$ cat src/rtl/mem_port_arbiter_if.sv
// Bundle between the IF/MEM pipeline stages, the arbiter, and the single-port memory.
// The arbiter uses the slave modport; the requesting/memory side uses master.
interface mem_port_arbiter_if #(
    parameter int ADDR_W = 32,
    parameter int DATA_W = 32
);
    localparam int BE_W = DATA_W / 8;

    logic              if_req;
    logic [ADDR_W-1:0] if_addr;
    logic [DATA_W-1:0] if_rdata;
    logic              if_ack;

    logic              dm_rd;
    logic              dm_wr;
    logic [ADDR_W-1:0] dm_addr;
    logic [DATA_W-1:0] dm_wdata;
    logic [BE_W-1:0]   dm_be;
    logic [DATA_W-1:0] dm_rdata;
    logic              dm_ack;

    logic              mem_en;
    logic              mem_we;
    logic [ADDR_W-1:0] mem_addr;
    logic [DATA_W-1:0] mem_wdata;
    logic [BE_W-1:0]   mem_be;
    logic [DATA_W-1:0] mem_rdata;

    logic              stall_if;
    logic              stall_mem;

    modport slave (
        input  if_req, if_addr, dm_rd, dm_wr, dm_addr, dm_wdata, dm_be, mem_rdata,
        output if_rdata, if_ack, dm_rdata, dm_ack,
        output mem_en, mem_we, mem_addr, mem_wdata, mem_be,
        output stall_if, stall_mem
    );

    modport master (
        output if_req, if_addr, dm_rd, dm_wr, dm_addr, dm_wdata, dm_be, mem_rdata,
        input  if_rdata, if_ack, dm_rdata, dm_ack,
        input  mem_en, mem_we, mem_addr, mem_wdata, mem_be,
        input  stall_if, stall_mem
    );
endinterface

$ cat src/rtl/mem_port_arbiter.sv
// Fetch/data arbiter for one fixed-latency single-port memory with pipeline stall outputs.
// Define FAIR_ARB_EN for round-robin arbitration; default is data-over-fetch priority.
module mem_port_arbiter #(
    parameter int ADDR_W  = 32,
    parameter int DATA_W  = 32,
    parameter int MEM_LAT = 2
) (
    input  logic             clk,
    input  logic             rst_n,
    mem_port_arbiter_if.slave bus
);
    localparam int BE_W  = DATA_W / 8;
    localparam int CNT_W = (MEM_LAT < 2) ? 1 : $clog2(MEM_LAT + 1);
    localparam logic [CNT_W-1:0] LAT_C = CNT_W'(MEM_LAT);

    typedef enum logic [1:0] {
        IDLE     = 2'd0,
        GRANT_IF = 2'd1,
        GRANT_DM = 2'd2,
        DONE     = 2'd3
    } state_e;

    state_e            state_q;
    logic [CNT_W-1:0]  cnt_q;
    logic [CNT_W-1:0]  cnt_d;
    logic              mem_en_q;
    logic              mem_we_q;
    logic [ADDR_W-1:0] mem_addr_q;
    logic [DATA_W-1:0] mem_wdata_q;
    logic [BE_W-1:0]   mem_be_q;
    logic              if_ack_q;
    logic              dm_ack_q;
    logic              dm_req;
    logic              pick_dm;

    assign dm_req = bus.dm_rd | bus.dm_wr;
    assign cnt_d  = cnt_q + 1'b1;

`ifdef FAIR_ARB_EN
    // Set when the most recent grant went to the data port; reset favours data on the first tie.
    logic last_dm_q;

    assign pick_dm = dm_req & ~(bus.if_req & last_dm_q);

    always_ff @(posedge clk or negedge rst_n) begin
        if (!rst_n) begin
            last_dm_q <= 1'b0;
        end else if (state_q == IDLE && (dm_req || bus.if_req)) begin
            last_dm_q <= pick_dm;
        end
    end
`else
    assign pick_dm = dm_req;
`endif

    always_ff @(posedge clk or negedge rst_n) begin
        if (!rst_n) begin
            state_q     <= IDLE;
            cnt_q       <= '0;
            mem_en_q    <= 1'b0;
            mem_we_q    <= 1'b0;
            mem_addr_q  <= '0;
            mem_wdata_q <= '0;
            mem_be_q    <= '0;
            if_ack_q    <= 1'b0;
            dm_ack_q    <= 1'b0;
        end else begin
            mem_en_q <= 1'b0;
            if_ack_q <= 1'b0;
            dm_ack_q <= 1'b0;
            case (state_q)
                IDLE: begin
                    if (pick_dm) begin
                        state_q     <= GRANT_DM;
                        cnt_q       <= '0;
                        mem_en_q    <= 1'b1;
                        mem_we_q    <= bus.dm_wr;
                        mem_addr_q  <= bus.dm_addr;
                        mem_wdata_q <= bus.dm_wdata;
                        mem_be_q    <= bus.dm_wr ? bus.dm_be : '1;
                    end else if (bus.if_req) begin
                        state_q     <= GRANT_IF;
                        cnt_q       <= '0;
                        mem_en_q    <= 1'b1;
                        mem_we_q    <= 1'b0;
                        mem_addr_q  <= bus.if_addr;
                        mem_wdata_q <= '0;
                        mem_be_q    <= '1;
                    end
                end
                GRANT_IF, GRANT_DM: begin
                    // Ack is registered one cycle early so it lines up with mem_rdata.
                    if (cnt_q == LAT_C) begin
                        state_q <= DONE;
                    end else begin
                        cnt_q <= cnt_d;
                        if (cnt_d == LAT_C) begin
                            if_ack_q <= (state_q == GRANT_IF);
                            dm_ack_q <= (state_q == GRANT_DM);
                        end
                    end
                end
                DONE: begin
                    state_q <= IDLE;
                    cnt_q   <= '0;
                end
                default: state_q <= IDLE;
            endcase
        end
    end

    assign bus.mem_en    = mem_en_q;
    assign bus.mem_we    = mem_we_q;
    assign bus.mem_addr  = mem_addr_q;
    assign bus.mem_wdata = mem_wdata_q;
    assign bus.mem_be    = mem_be_q;

    assign bus.if_ack    = if_ack_q;
    assign bus.dm_ack    = dm_ack_q;
    assign bus.if_rdata  = if_ack_q ? bus.mem_rdata : '0;
    assign bus.dm_rdata  = (dm_ack_q && !mem_we_q) ? bus.mem_rdata : '0;

    assign bus.stall_if  = bus.if_req & ~if_ack_q;
    assign bus.stall_mem = dm_req & ~dm_ack_q;
endmodule
$ cat src/flat_wrapper.sv
// flat-port wrapper written by rule: the top's interface ports become plain ports
module mem_port_arbiter_flat 
#(
    parameter int ADDR_W  = 32,
    parameter int DATA_W  = 32,
    parameter int MEM_LAT = 2
)
  (clk, rst_n, bus_if_req, bus_if_addr, bus_dm_rd, bus_dm_wr, bus_dm_addr, bus_dm_wdata, bus_dm_be, bus_mem_rdata, bus_if_rdata, bus_if_ack, bus_dm_rdata, bus_dm_ack, bus_mem_en, bus_mem_we, bus_mem_addr, bus_mem_wdata, bus_mem_be, bus_stall_if, bus_stall_mem);
  mem_port_arbiter_if #(.ADDR_W(ADDR_W), .DATA_W(DATA_W)) bus_i ();
  input  logic clk;
  input  logic rst_n;
  input wire logic [$bits(bus_i.if_req)-1:0] bus_if_req;
  input wire logic [$bits(bus_i.if_addr)-1:0] bus_if_addr;
  input wire logic [$bits(bus_i.dm_rd)-1:0] bus_dm_rd;
  input wire logic [$bits(bus_i.dm_wr)-1:0] bus_dm_wr;
  input wire logic [$bits(bus_i.dm_addr)-1:0] bus_dm_addr;
  input wire logic [$bits(bus_i.dm_wdata)-1:0] bus_dm_wdata;
  input wire logic [$bits(bus_i.dm_be)-1:0] bus_dm_be;
  input wire logic [$bits(bus_i.mem_rdata)-1:0] bus_mem_rdata;
  output wire logic [$bits(bus_i.if_rdata)-1:0] bus_if_rdata;
  output wire logic [$bits(bus_i.if_ack)-1:0] bus_if_ack;
  output wire logic [$bits(bus_i.dm_rdata)-1:0] bus_dm_rdata;
  output wire logic [$bits(bus_i.dm_ack)-1:0] bus_dm_ack;
  output wire logic [$bits(bus_i.mem_en)-1:0] bus_mem_en;
  output wire logic [$bits(bus_i.mem_we)-1:0] bus_mem_we;
  output wire logic [$bits(bus_i.mem_addr)-1:0] bus_mem_addr;
  output wire logic [$bits(bus_i.mem_wdata)-1:0] bus_mem_wdata;
  output wire logic [$bits(bus_i.mem_be)-1:0] bus_mem_be;
  output wire logic [$bits(bus_i.stall_if)-1:0] bus_stall_if;
  output wire logic [$bits(bus_i.stall_mem)-1:0] bus_stall_mem;
  assign bus_i.if_req = bus_if_req;
  assign bus_i.if_addr = bus_if_addr;
  assign bus_i.dm_rd = bus_dm_rd;
  assign bus_i.dm_wr = bus_dm_wr;
  assign bus_i.dm_addr = bus_dm_addr;
  assign bus_i.dm_wdata = bus_dm_wdata;
  assign bus_i.dm_be = bus_dm_be;
  assign bus_i.mem_rdata = bus_mem_rdata;
  assign bus_if_rdata = bus_i.if_rdata;
  assign bus_if_ack = bus_i.if_ack;
  assign bus_dm_rdata = bus_i.dm_rdata;
  assign bus_dm_ack = bus_i.dm_ack;
  assign bus_mem_en = bus_i.mem_en;
  assign bus_mem_we = bus_i.mem_we;
  assign bus_mem_addr = bus_i.mem_addr;
  assign bus_mem_wdata = bus_i.mem_wdata;
  assign bus_mem_be = bus_i.mem_be;
  assign bus_stall_if = bus_i.stall_if;
  assign bus_stall_mem = bus_i.stall_mem;
  mem_port_arbiter #(.ADDR_W(ADDR_W), .DATA_W(DATA_W), .MEM_LAT(MEM_LAT)) u_core (.clk(clk), .rst_n(rst_n), .bus(bus_i));
endmodule
$ cat config.mk
export PLATFORM = sky130hd
export DESIGN_NAME = mem_port_arbiter_flat
export DESIGN_NICKNAME = d
export VERILOG_FILES = /design/src/rtl/mem_port_arbiter_if.sv /design/src/rtl/mem_port_arbiter.sv /design/src/flat_wrapper.sv
export SDC_FILE = /design/constraint.sdc
export NUM_CORES = 1
export LEC_CHECK = 0
export CORE_ASPECT_RATIO = 1.2
export CORE_UTILIZATION = 31
export CTS_CLUSTER_SIZE = 40
export DETAILED_ROUTE_END_ITERATION = 8
export GPL_TIMING_DRIVEN = 0
export HOLD_SLACK_MARGIN = 0.06
export MAX_ROUTING_LAYER = met4
export PLACE_DENSITY_LB_ADDON = 0.12
export SLEW_MARGIN = 20
export SYNTH_ARGS = -nofsm -noshare
export SYNTH_HDL_FRONTEND = slang
export SYNTH_SLANG_ARGS = --single-unit
$ cat constraint.sdc
create_clock -name clk -period 1.5 [get_ports clk]
set_clock_uncertainty 0.05 [all_clocks]
set_input_delay 0.3 -clock clk [delete_from_list [all_inputs] [get_ports clk]]
set_output_delay 0.3 -clock clk [all_outputs]
set_load 0.01 [all_outputs]
==> summary.txt, run 1 <==
maximum number of pins on one net before global-route repair: 40
synth-to-layout area growth: 108.7%
cell row count: 42
signal arrival time at the worst endpoint: 1.39 ns
required arrival time at the worst endpoint: 1.15 ns
DRT Pass-1 Iters: 4
Setup crit end kind: output port
Buffers on Ports: 274
category of the worst setup path launch point: flop
total die area: 11980 um2
top achievable clock speed: 575.6 MHz
ANT nets after route: 0
final WL: 13.95 mm
I/O pins: 275
relative slew slack: 0.6591
setup TNS: -10.50 ns
Worst Tran Pin Value: 0.5114 ns
cell count after placement: 758
TritonCTS clock tree: built
DR vias: 3706
final setup violation count: 66
number of buffers added by the clock tree synthesis step: 9
worst slack after detailed placement: -0.9921 ns
final global-route overflow total: 0
clock net sink count: 76
unrepaired setup endpoints after global routing: yes
final max-slew violation count: 0
via count normalized by instance count: 4.604
number of max-cap violations: 0
initial core utilization: 0.3213
library cell with the largest summed area after synthesis: dfrtp_1
total power divided by cell area: 1627 nW/um2
fraction of synthesis flops using an asynchronous set or reset pin: 1.000
routed wirelength normalized by instance count: 17.33 um
layout cell share with drive strength beyond 1: 0.3241
Mapped Nets: 472
library cell used as clock root buffer: clkbuf_16
CP max FO: 5
initial antenna violation count: 2
fin util: 0.6706
post-synthesis area per instance: 10.88 um2
post-layout min period: 1.737 ns
overall die width: 100.1 um
buffer depth of the longest clock path: 2
EDFF count, synth: 0
leading post-synthesis cells by cell area: dfrtp_1, and2_1, mux2i_1
leakage dissipation: 0.003564 uW
clock latency at the later pin of the worst-skew pair: 0.33 ns
Hold Fails Final Rpt: 0
number of non-filler instances in the completed layout: 805
post-layout net count: 786
synthesized instance count: 329
drt initial violations: 136
violated checks: negative setup slack
final weighted congestion in routability-driven placement: 0.7887
Max IR drop VDD: 955.9 uV
worst hold-check path type: in -> async
Core Region: 11140 um2
global-route wire length before repair: 20.65 mm
worst hold slack across all endpoints: 0.4206 ns
distinct cell type count after synthesis: 27
portion of synthesized cell area occupied by the leading cell type: 0.5313
detailed-placement wirelength estimate: 10.76 mm
clk slew on worst S/H paths: 0.06 ns
share of the clock period used by the worst path after layout: 1.158
die height: 119.7 um
result of the run: finished with violations
category of the critical setup timing path: reg -> out
number of warnings reported in the yosys synthesis log: 0
count of unresolved DRC violations after routing: 0
synthesized flop and latch total: 76
Main synth FF type: dfrtp_1
cell area after synthesis: 3580 um2
proportion of synthesized chip area in sequential cells: 0.5313
vias in the first global route: 3842
depth of the CTS H-tree: 3
total global-route track usage: 0.2379
Worst Slack Setup Final: -0.2373 ns
cell usage after synthesis (2+ instances only):
| cell | number |
|---|---|
| dfrtp_1 | 76 |
| and2_1 | 64 |
| nand2_1 | 35 |
| mux2i_1 | 33 |
| a22o_1 | 32 |
| o21ai_0 | 29 |
| clkbuf_1 | 14 |
| buf_2 | 7 |
| ha_1 | 6 |
| nor2b_1 | 5 |
| inv_1 | 4 |
| o22a_1 | 4 |
| o21ai_1 | 3 |
| and3_1 | 2 |
| buf_4 | 2 |
| nor2_1 | 2 |
report_power, final:
group          switching [uW]  internal [uW]  total (uW)
Combinational            2830           3350        6180
Sequential                541           3040        3580
Clock                     845           1550        2400
Total                    4210           7940       12200
final timing paths:
kind                                    startpoint                       to  slack, ns  depth (start not counted)
max                              u_core.bus.mem_we         bus_dm_rdata[21]      -0.24                          5
min                                          rst_n  u_core.bus.mem_wdata[8]       0.42                          2
max reg2reg                      u_core.state_q[0]  u_core.bus.mem_wdata[5]          0                          6
min reg2reg                u_core.bus.mem_addr[24]  u_core.bus.mem_addr[24]       0.42                          2
max in group asynchronous                    rst_n          u_core.cnt_q[0]       0.40                          3
min in group clk           u_core.bus.mem_addr[24]  u_core.bus.mem_addr[24]       0.42                          2
worst max-delay path: stages (launching register included):
cell     delay, ns
dfrtp_1       0.41
nor2b_4       0.17
buf_6         0.14
buf_8         0.11
and2_4        0.13
buf_6         0.09
cell type report:
type                            count  area, um2
Antenna cell                        3      7.507
Buffer                             22      249.0
Clock buffer                       11      252.7
Clock inverter                      5      82.58
Fill cell                         942       3670
Inverter                            5      21.27
Multi-Input combinational cell    225       1784
Sequential cell                    76       1903
Tap cell                          154      192.7
Timing Repair Buffer              304       2978
sequential cells by signal, summed over array words and instances, names as in the netlist:
signal and cells:
u_core.bus.mem_addr 32, u_core.bus.mem_be 4, u_core.bus.if_ack 1, u_core.bus.dm_ack 1, u_core.cnt_q 2, u_core.bus.mem_we 1
u_core.bus.mem_wdata 32, u_core.bus.mem_en 1, u_core.state_q 2
cells in the final DEF, fill, tap and decap left out, drive strengths merged, types with 2 or more instances in the layout:
master	Yosys	routed
buf	9	114
a22o	32	32
inv	5	6
o22a	4	4
nor2b	5	5
diode	0	3
clkbuf	14	17
ha	6	6
dfrtp	76	76
clkdlybuf4s15	0	3
and3	2	2
nor2	3	3
o21ai	32	32
mux2i	33	33
and2	64	64
nand2	35	35
dlygate4sd2	0	70
clkdlybuf4s50	0	132
clkinv	0	2
bufinv	0	2
logic make-up (layout without fill, tap and decap cells):
group	Yosys count	count (layout)	share of synthesized area
AO/OA/AOI/OAI	75	75	0.1513
adder cells (fa/ha/maj)	6	6	0.02097
buffers and inverters	28	347	0.03390
flip-flops	76	76	0.5313
multiplexers	33	33	0.09228
other	0	3	0
AND/OR/NAND/NOR	111	111	0.1702
per-stage QoR:
stage | area (um2) | total power [uW]
floorplan | 3586 | 6009
global placement | 6521 | 9102
detailed placement | 6539 | 9281
CTS | 7015 | 11470
global route | 7468 | 12930
finish | 7471 | 12150
per-layer routing:
metal  track usage  vias up  share of wire
met5             -        -              0
met1        0.2461     1740           0.37
li1              -     1770              -
met4       0.07518        0          0.019
met3       0.07105       17          0.077
met2        0.4293      179           0.53
repair_timing:
item | CTS | global route
hold endpoints to repair | 38 | 0
pin swaps | 2 | 19
gates cloned | 5 | 1
setup endpoints to repair | 212 | 137
setup buffers | 16 | 9
gates resized for setup | 455 | 129
hold buffers | 1 | 0
Note: power is estimated with default switching activity, not from simulation.
==> inputs of run 2 (changes only) <==
- CORE_ASPECT_RATIO: 1.2 -> 1.75
- GPL_TIMING_DRIVEN: 0 -> default
==> run 2 against run 1 <==
Effect of this change: cell area shrank 0.97%; die area rose by 0.13%; critical endpoint is now bus_dm_rdata[19]; sequential cell count did not move; the run still ends with negative setup slack left; worst setup slack better by 0.0053 ns.
==> summary.txt, run 2 (synthesized netlist as in run 1, its figures left out) <==
result of the run: finished with violations (unchanged)
violated checks: negative setup slack (unchanged)
cell with the largest stage delay on the worst path: dfrtp_1 (unchanged)
I/O pins: 275 (unchanged)
overall die width: 83.23 um (was 100.1 um)
Hold Fails Final Rpt: 0 (unchanged)
Buffers on Ports: 274 (unchanged)
required arrival time at the worst endpoint: 1.15 ns (about the same)
signal arrival time at the worst endpoint: 1.38 ns (was 1.39 ns)
synth-to-layout area growth: 106.7% (was 108.7%)
most common library cell in the layout ignoring fill and taps: clkdlybuf4s50_1 (unchanged)
number of buffers added by the clock tree synthesis step: 9 (unchanged)
depth of the CTS H-tree: 3 (unchanged)
number of non-filler instances in the completed layout: 772 (was 805)
fin util: 0.6625 (was 0.6706)
fillers: 917 (was 942)
clk slew on worst S/H paths: 0.07 ns (was 0.06 ns)
number of max-cap violations: 0 (unchanged)
cell row count: 51 (was 42)
top achievable clock speed: 577.4 MHz (was 575.6 MHz)
total global-route track usage: 0.2249 (was 0.2379)
category of the critical setup timing path: reg -> out (unchanged)
detailed-placement wirelength estimate: 9.963 mm (was 10.76 mm)
relative slew slack: 0.7460 (was 0.6591)
maximum number of pins on one net before global-route repair: 48 (was 40)
drt initial violations: 109 (was 136)
cell chain of the critical path: nor2b_4 > buf_6 > buf_16 > and2_4 > buf_6 (was nor2b_4 > buf_6 > buf_8 > and2_4 > buf_6)
initial core utilization: 0.3206 (was 0.3213)
global-route wire length before repair: 19.95 mm (was 20.65 mm)
unrepaired setup endpoints after global routing: yes (unchanged)
delay of the slowest critical-path stage: 0.41 ns (about the same)
clock net sink count: 76 (unchanged)
buffer depth of the longest clock path: 2 (unchanged)
final WL: 13.47 mm (was 13.95 mm)
share of the clock period used by the worst path after layout: 1.155 (was 1.158)
total power divided by cell area: 1560 nW/um2 (was 1627 nW/um2)
total die area: 12000 um2 (was 11980 um2)
final setup violation count: 66 (unchanged)
ANT nets after route: 0 (unchanged)
vias in the first global route: 3767 (was 3842)
DRT Pass-1 Iters: 4 (unchanged)
setup TNS: -10.21 ns (was -10.50 ns)
Max IR drop VDD: 1176 uV (was 955.9 uV)
library cell used as clock root buffer: clkbuf_16 (unchanged)
worst hold slack across all endpoints: 0.4214 ns (was 0.4206 ns)
commonest cells after routing, fill and taps aside: clkdlybuf4s50_1, buf_6, dfrtp_1, dlygate4sd2_1, and2_4 (was clkdlybuf4s50_1, dfrtp_1, dlygate4sd2_1, buf_6, and2_4)
leakage dissipation: 0.003517 uW (was 0.003564 uW)
Setup crit end kind: output port (unchanged)
clock latency at the later pin of the worst-skew pair: 0.33 ns (about the same)
initial antenna violation count: 0 (was 2)
CP max FO: 8 (was 5)
Multi-input gate area: 1769 um2 (was 1784 um2)
cell repeated most along the worst path: buf_6 (unchanged)
Worst Tran Pin Value: 0.3809 ns (was 0.5114 ns)
post-layout net count: 778 (was 786)
start point of the critical path: u_core.bus.mem_we (unchanged)
category of the worst setup path launch point: flop (unchanged)
Worst Slack Setup Final: -0.2320 ns (was -0.2373 ns)
cell count after placement: 740 (was 758)
Core Region: 11170 um2 (was 11140 um2)
area used by sequential logic in the layout: 1903 um2 (unchanged)
die height: 144.2 um (was 119.7 um)
layout cell share with drive strength beyond 1: 0.3172 (was 0.3241)
worst hold-check path type: in -> async (unchanged)
final max-slew violation count: 0 (unchanged)
final global-route overflow total: 0 (unchanged)
via count normalized by instance count: 4.756 (was 4.604)
RR Startpoint: u_core.state_q[1] (was u_core.state_q[0])
routed wirelength normalized by instance count: 17.45 um (was 17.33 um)
ant diodes: 0 (was 3)
count of unresolved DRC violations after routing: 0 (unchanged)
post-layout min period: 1.732 ns (was 1.737 ns)
TritonCTS clock tree: built (unchanged)
DR vias: 3672 (was 3706)
final weighted congestion in routability-driven placement: 0.7874 (was 0.7887)
==> run 2: through the flow <==
| stage | power (uW) | setup WS, ns | cell area (um2) |
|---|---|---|---|
| 2_1_floorplan | 6009 | 0.03493 | 3586 |
| 3_5_place_dp | 9539 | -0.4977 | 6689 |
| 5_1_grt | 12260 | -0.2871 | 7398 |
| 4_1_cts | 11400 | -0.2457 | 7038 |
| 3_3_place_gp | 9383 | -0.5161 | 6689 |
| 6_report | 11540 | -0.2320 | 7398 |
==> run 2: path summary, 6_finish.rpt <==
kind                            slack [ns]  depth (start not counted)                      end
worst max-delay path                 -0.23                          5         bus_dm_rdata[19]
worst min-delay path                  0.42                          3  u_core.bus.mem_wdata[6]
worst max register to register        0.07                          5        u_core.state_q[1]
worst min register to register        0.42                          2  u_core.bus.mem_addr[18]
max in group asynchronous             0.62                          3     u_core.bus.mem_be[3]
min in group clk                      0.42                          2  u_core.bus.mem_addr[18]
==> run 2: layer usage <==
metal  vias to the layer above  track usage  part of all wire
met4                         0      0.09256             0.031
met3                        25      0.06906             0.083
li1                       1752            -                 -
met5                         -            -                 0
met2                       199       0.4202              0.54
met1                      1696       0.2125              0.35
==> run 2: timing repair <==
action / in CTS / in global routing
setup buffers: 7 / 3
gates resized for setup: 425 / 89
gates cloned: 6 / 1
endpoints found under the hold margin: 76 / 0
endpoints found under the setup margin: 195 / 103
pin swaps: 27 / 4
hold buffers: 1 / 0
==> run 2: final cells by class <==
class / instances / area share
well taps: 132 / 0.02232
flip-flops and latches: 76 / 0.2572
clock inverters: 7 / 0.01082
clock buffers: 9 / 0.03044
inverters: 5 / 0.002537
multi-input cells: 225 / 0.2391
repair buffers: 318 / 0.4375
==> run 2: critical path, delay by kind of cell (launching register included) <==
kind / cells / cell delay [ns]
buf+inv: 3 / 0.36
flops: 1 / 0.41
simple gates: 2 / 0.29
==> run 2: where the power goes <==
group	total [uW]	switching (uW)	internal (uW)
combinational	5800	2650	3150
sequential	3540	500	3040
clock	2200	885	1310
==> inputs of run 3 (changes only) <==
- CTS_BUF_LIST: default -> sky130_fd_sc_hd__clkbuf_2
==> run 3 against run 2 <==
Effect of this change: the run still ends with negative setup slack left; via count rose by 4.0%; critical path type unchanged; critical path depth did not move; register-to-register slack got worse by 0.02 ns; largest power group unchanged.
==> summary.txt, run 3 (synthesized netlist as in run 1, its figures left out) <==
required arrival time at the worst endpoint: 1.15 ns (about the same)
synth-to-layout area growth: 108.5% (was 106.7%)
CP max FO: 8 (unchanged)
clk slew on worst S/H paths: 0.26 ns (was 0.07 ns)
I/O pins: 275 (unchanged)
initial core utilization: 0.3206 (unchanged)
TritonCTS clock tree: built (unchanged)
cell repeated most along the worst path: buf_6 (unchanged)
post-layout min period: 2.004 ns (was 1.732 ns)
final WL: 14.02 mm (was 13.47 mm)
signal arrival time at the worst endpoint: 1.65 ns (was 1.38 ns)
Worst Slack Setup Final: -0.5039 ns (was -0.2320 ns)
layout cell share with drive strength beyond 1: 0.4537 (was 0.3172)
initial antenna violation count: 1 (was 0)
share of the clock period used by the worst path after layout: 1.336 (was 1.155)
depth of the CTS H-tree: 3 (unchanged)
Core Region: 11170 um2 (unchanged)
violated checks: negative setup slack (unchanged)
overall die width: 83.23 um (unchanged)
maximum number of pins on one net before global-route repair: 48 (unchanged)
cell with the largest stage delay on the worst path: dfrtp_1 (unchanged)
RR Startpoint: u_core.state_q[1] (unchanged)
clock latency at the later pin of the worst-skew pair: 0.53 ns (was 0.33 ns)
Design Power: 11610 uW (was 11540 uW)
top achievable clock speed: 499.0 MHz (was 577.4 MHz)
detailed-placement wirelength estimate: 9.963 mm (unchanged)
number of max-cap violations: 0 (unchanged)
result of the run: finished with violations (unchanged)
total global-route track usage: 0.2282 (was 0.2249)
global-route wire length before repair: 20.18 mm (was 19.95 mm)
internal reg-to-reg setup slack: 0.05 ns (was 0.07 ns)
final global-route overflow total: 0 (unchanged)
Buffers on Ports: 274 (unchanged)
vias in the first global route: 3807 (was 3767)
worst slack after detailed placement: -0.4977 ns (unchanged)
unrepaired setup endpoints after global routing: yes (unchanged)
post-layout net count: 808 (was 778)
Max IR drop VDD: 954.4 uV (was 1176 uV)
DRT Pass-1 Iters: 4 (unchanged)
Worst Tran Pin Value: 0.3819 ns (was 0.3809 ns)
category of the worst setup path launch point: flop (unchanged)
routed wirelength normalized by instance count: 17.45 um (about the same)
start point of the critical path: u_core.bus.mem_we (unchanged)
final setup violation count: 71 (was 66)
final max-slew violation count: 0 (unchanged)
clock net sink count: 76 (unchanged)
number of buffers added by the clock tree synthesis step: 9 (unchanged)
DR vias: 3820 (was 3672)
commonest cells after routing, fill and taps aside: clkdlybuf4s50_1, buf_6, dfrtp_1, and2_4, buf_4 (was clkdlybuf4s50_1, buf_6, dfrtp_1, dlygate4sd2_1, and2_4)
count of unresolved DRC violations after routing: 0 (unchanged)
library cell used as clock root buffer: clkbuf_2 (was clkbuf_16)
Setup crit end kind: output port (unchanged)
leakage dissipation: 0.003562 uW (was 0.003517 uW)
die height: 144.2 um (unchanged)
via count normalized by instance count: 4.757 (was 4.756)
relative slew slack: 0.7454 (was 0.7460)
buffer depth of the longest clock path: 2 (unchanged)
worst hold-check path type: in -> async (unchanged)
final weighted congestion in routability-driven placement: 0.7874 (unchanged)
total power divided by cell area: 1556 nW/um2 (was 1560 nW/um2)
WP buf/inv: 3 (unchanged)
ANT nets after route: 0 (unchanged)
total die area: 12000 um2 (unchanged)
cell chain of the critical path: nor2b_4 > buf_6 > buf_16 > and2_4 > buf_6 (unchanged)
top cell family by delay on the critical path: flip-flops (unchanged)
cell row count: 51 (unchanged)
Hold Fails Final Rpt: 0 (unchanged)
drt initial violations: 114 (was 109)
delay of the slowest critical-path stage: 0.46 ns (was 0.41 ns)
most common library cell in the layout ignoring fill and taps: clkdlybuf4s50_1 (unchanged)
category of the critical setup timing path: reg -> out (unchanged)
==> run 3: changes by cell type in the layout (fill, tap and decap cells not counted), sizes merged <==
cell,before,now
dlygate4sd2,71,0
clkdlybuf4s15,1,0
diode,0,1
clkdlybuf4s50,133,135
clkbuf,9,10
buf,112,211
==> run 3: worst register-to-register path: stages (launching register included) <==
cell and delay (ns):
dfrtp_1 0.44, inv_2 0.10, ha_4 0.17, o31ai_4 0.08
buf_6 0.14, buf_12 0.15, a22o_1 0.23
==> run 3: layer usage <==
metal	vias up	GRT usage	wire length, um
li1	1800	-	-
met1	1775	0.2203	4818
met2	215	0.4107	7509
met3	30	0.07192	1130
met4	0	0.1125	556
met5	-	-	0
==> run 3: area by class of cell <==
type | count | area, um2
clock buffer | 9 | 45.04
sequential | 76 | 1903
clock inverter | 7 | 80.08
tap | 132 | 165.2
fill | 914 | 3705
antenna | 1 | 2.502
timing repair buffer | 348 | 3460
multi-input combinational | 225 | 1788
inverter | 5 | 18.77
==> run 3: path summary, 6_finish.rpt <==
path / to / cells past startpoint
max: bus_dm_rdata[19] / 5
min: u_core.bus.mem_wdata[6] / 3
max reg2reg: u_core.bus.mem_wdata[28] / 6
min reg2reg: u_core.bus.mem_addr[29] / 2
max in group asynchronous: u_core.bus.mem_be[3] / 3
min in group clk: u_core.bus.mem_wdata[8] / 2
==> run 3: timing repair <==
item / CTS / global route
setup endpoints to repair: 176 / 160
gates cloned: 7 / 1
pin swaps: 32 / 2
hold buffers: 1 / 0
endpoints found under the hold margin: 76 / 0
resized for setup: 685 / 95
setup buffers: 18 / 21
==> run 3: power by group <==
part | internal (uW) | switching (uW)
combinational | 3950 | 2840
sequential | 3020 | 603
clock | 412 | 794
==> run 3: stage by stage <==
step,TNS (ns),hold WS (ns),area (um2),util,instances
2_1_floorplan,0,-0.04559,3586,-,329
3_3_place_gp,-42.26,0.2383,6689,0.5990,740
3_5_place_dp,-43.73,0.2469,6689,0.5990,740
4_1_cts,-32.49,0.1090,6904,0.6183,782
5_1_grt,-37.72,0.1100,7462,0.6682,803
6_report,-27.80,0.1434,7462,0.6682,803
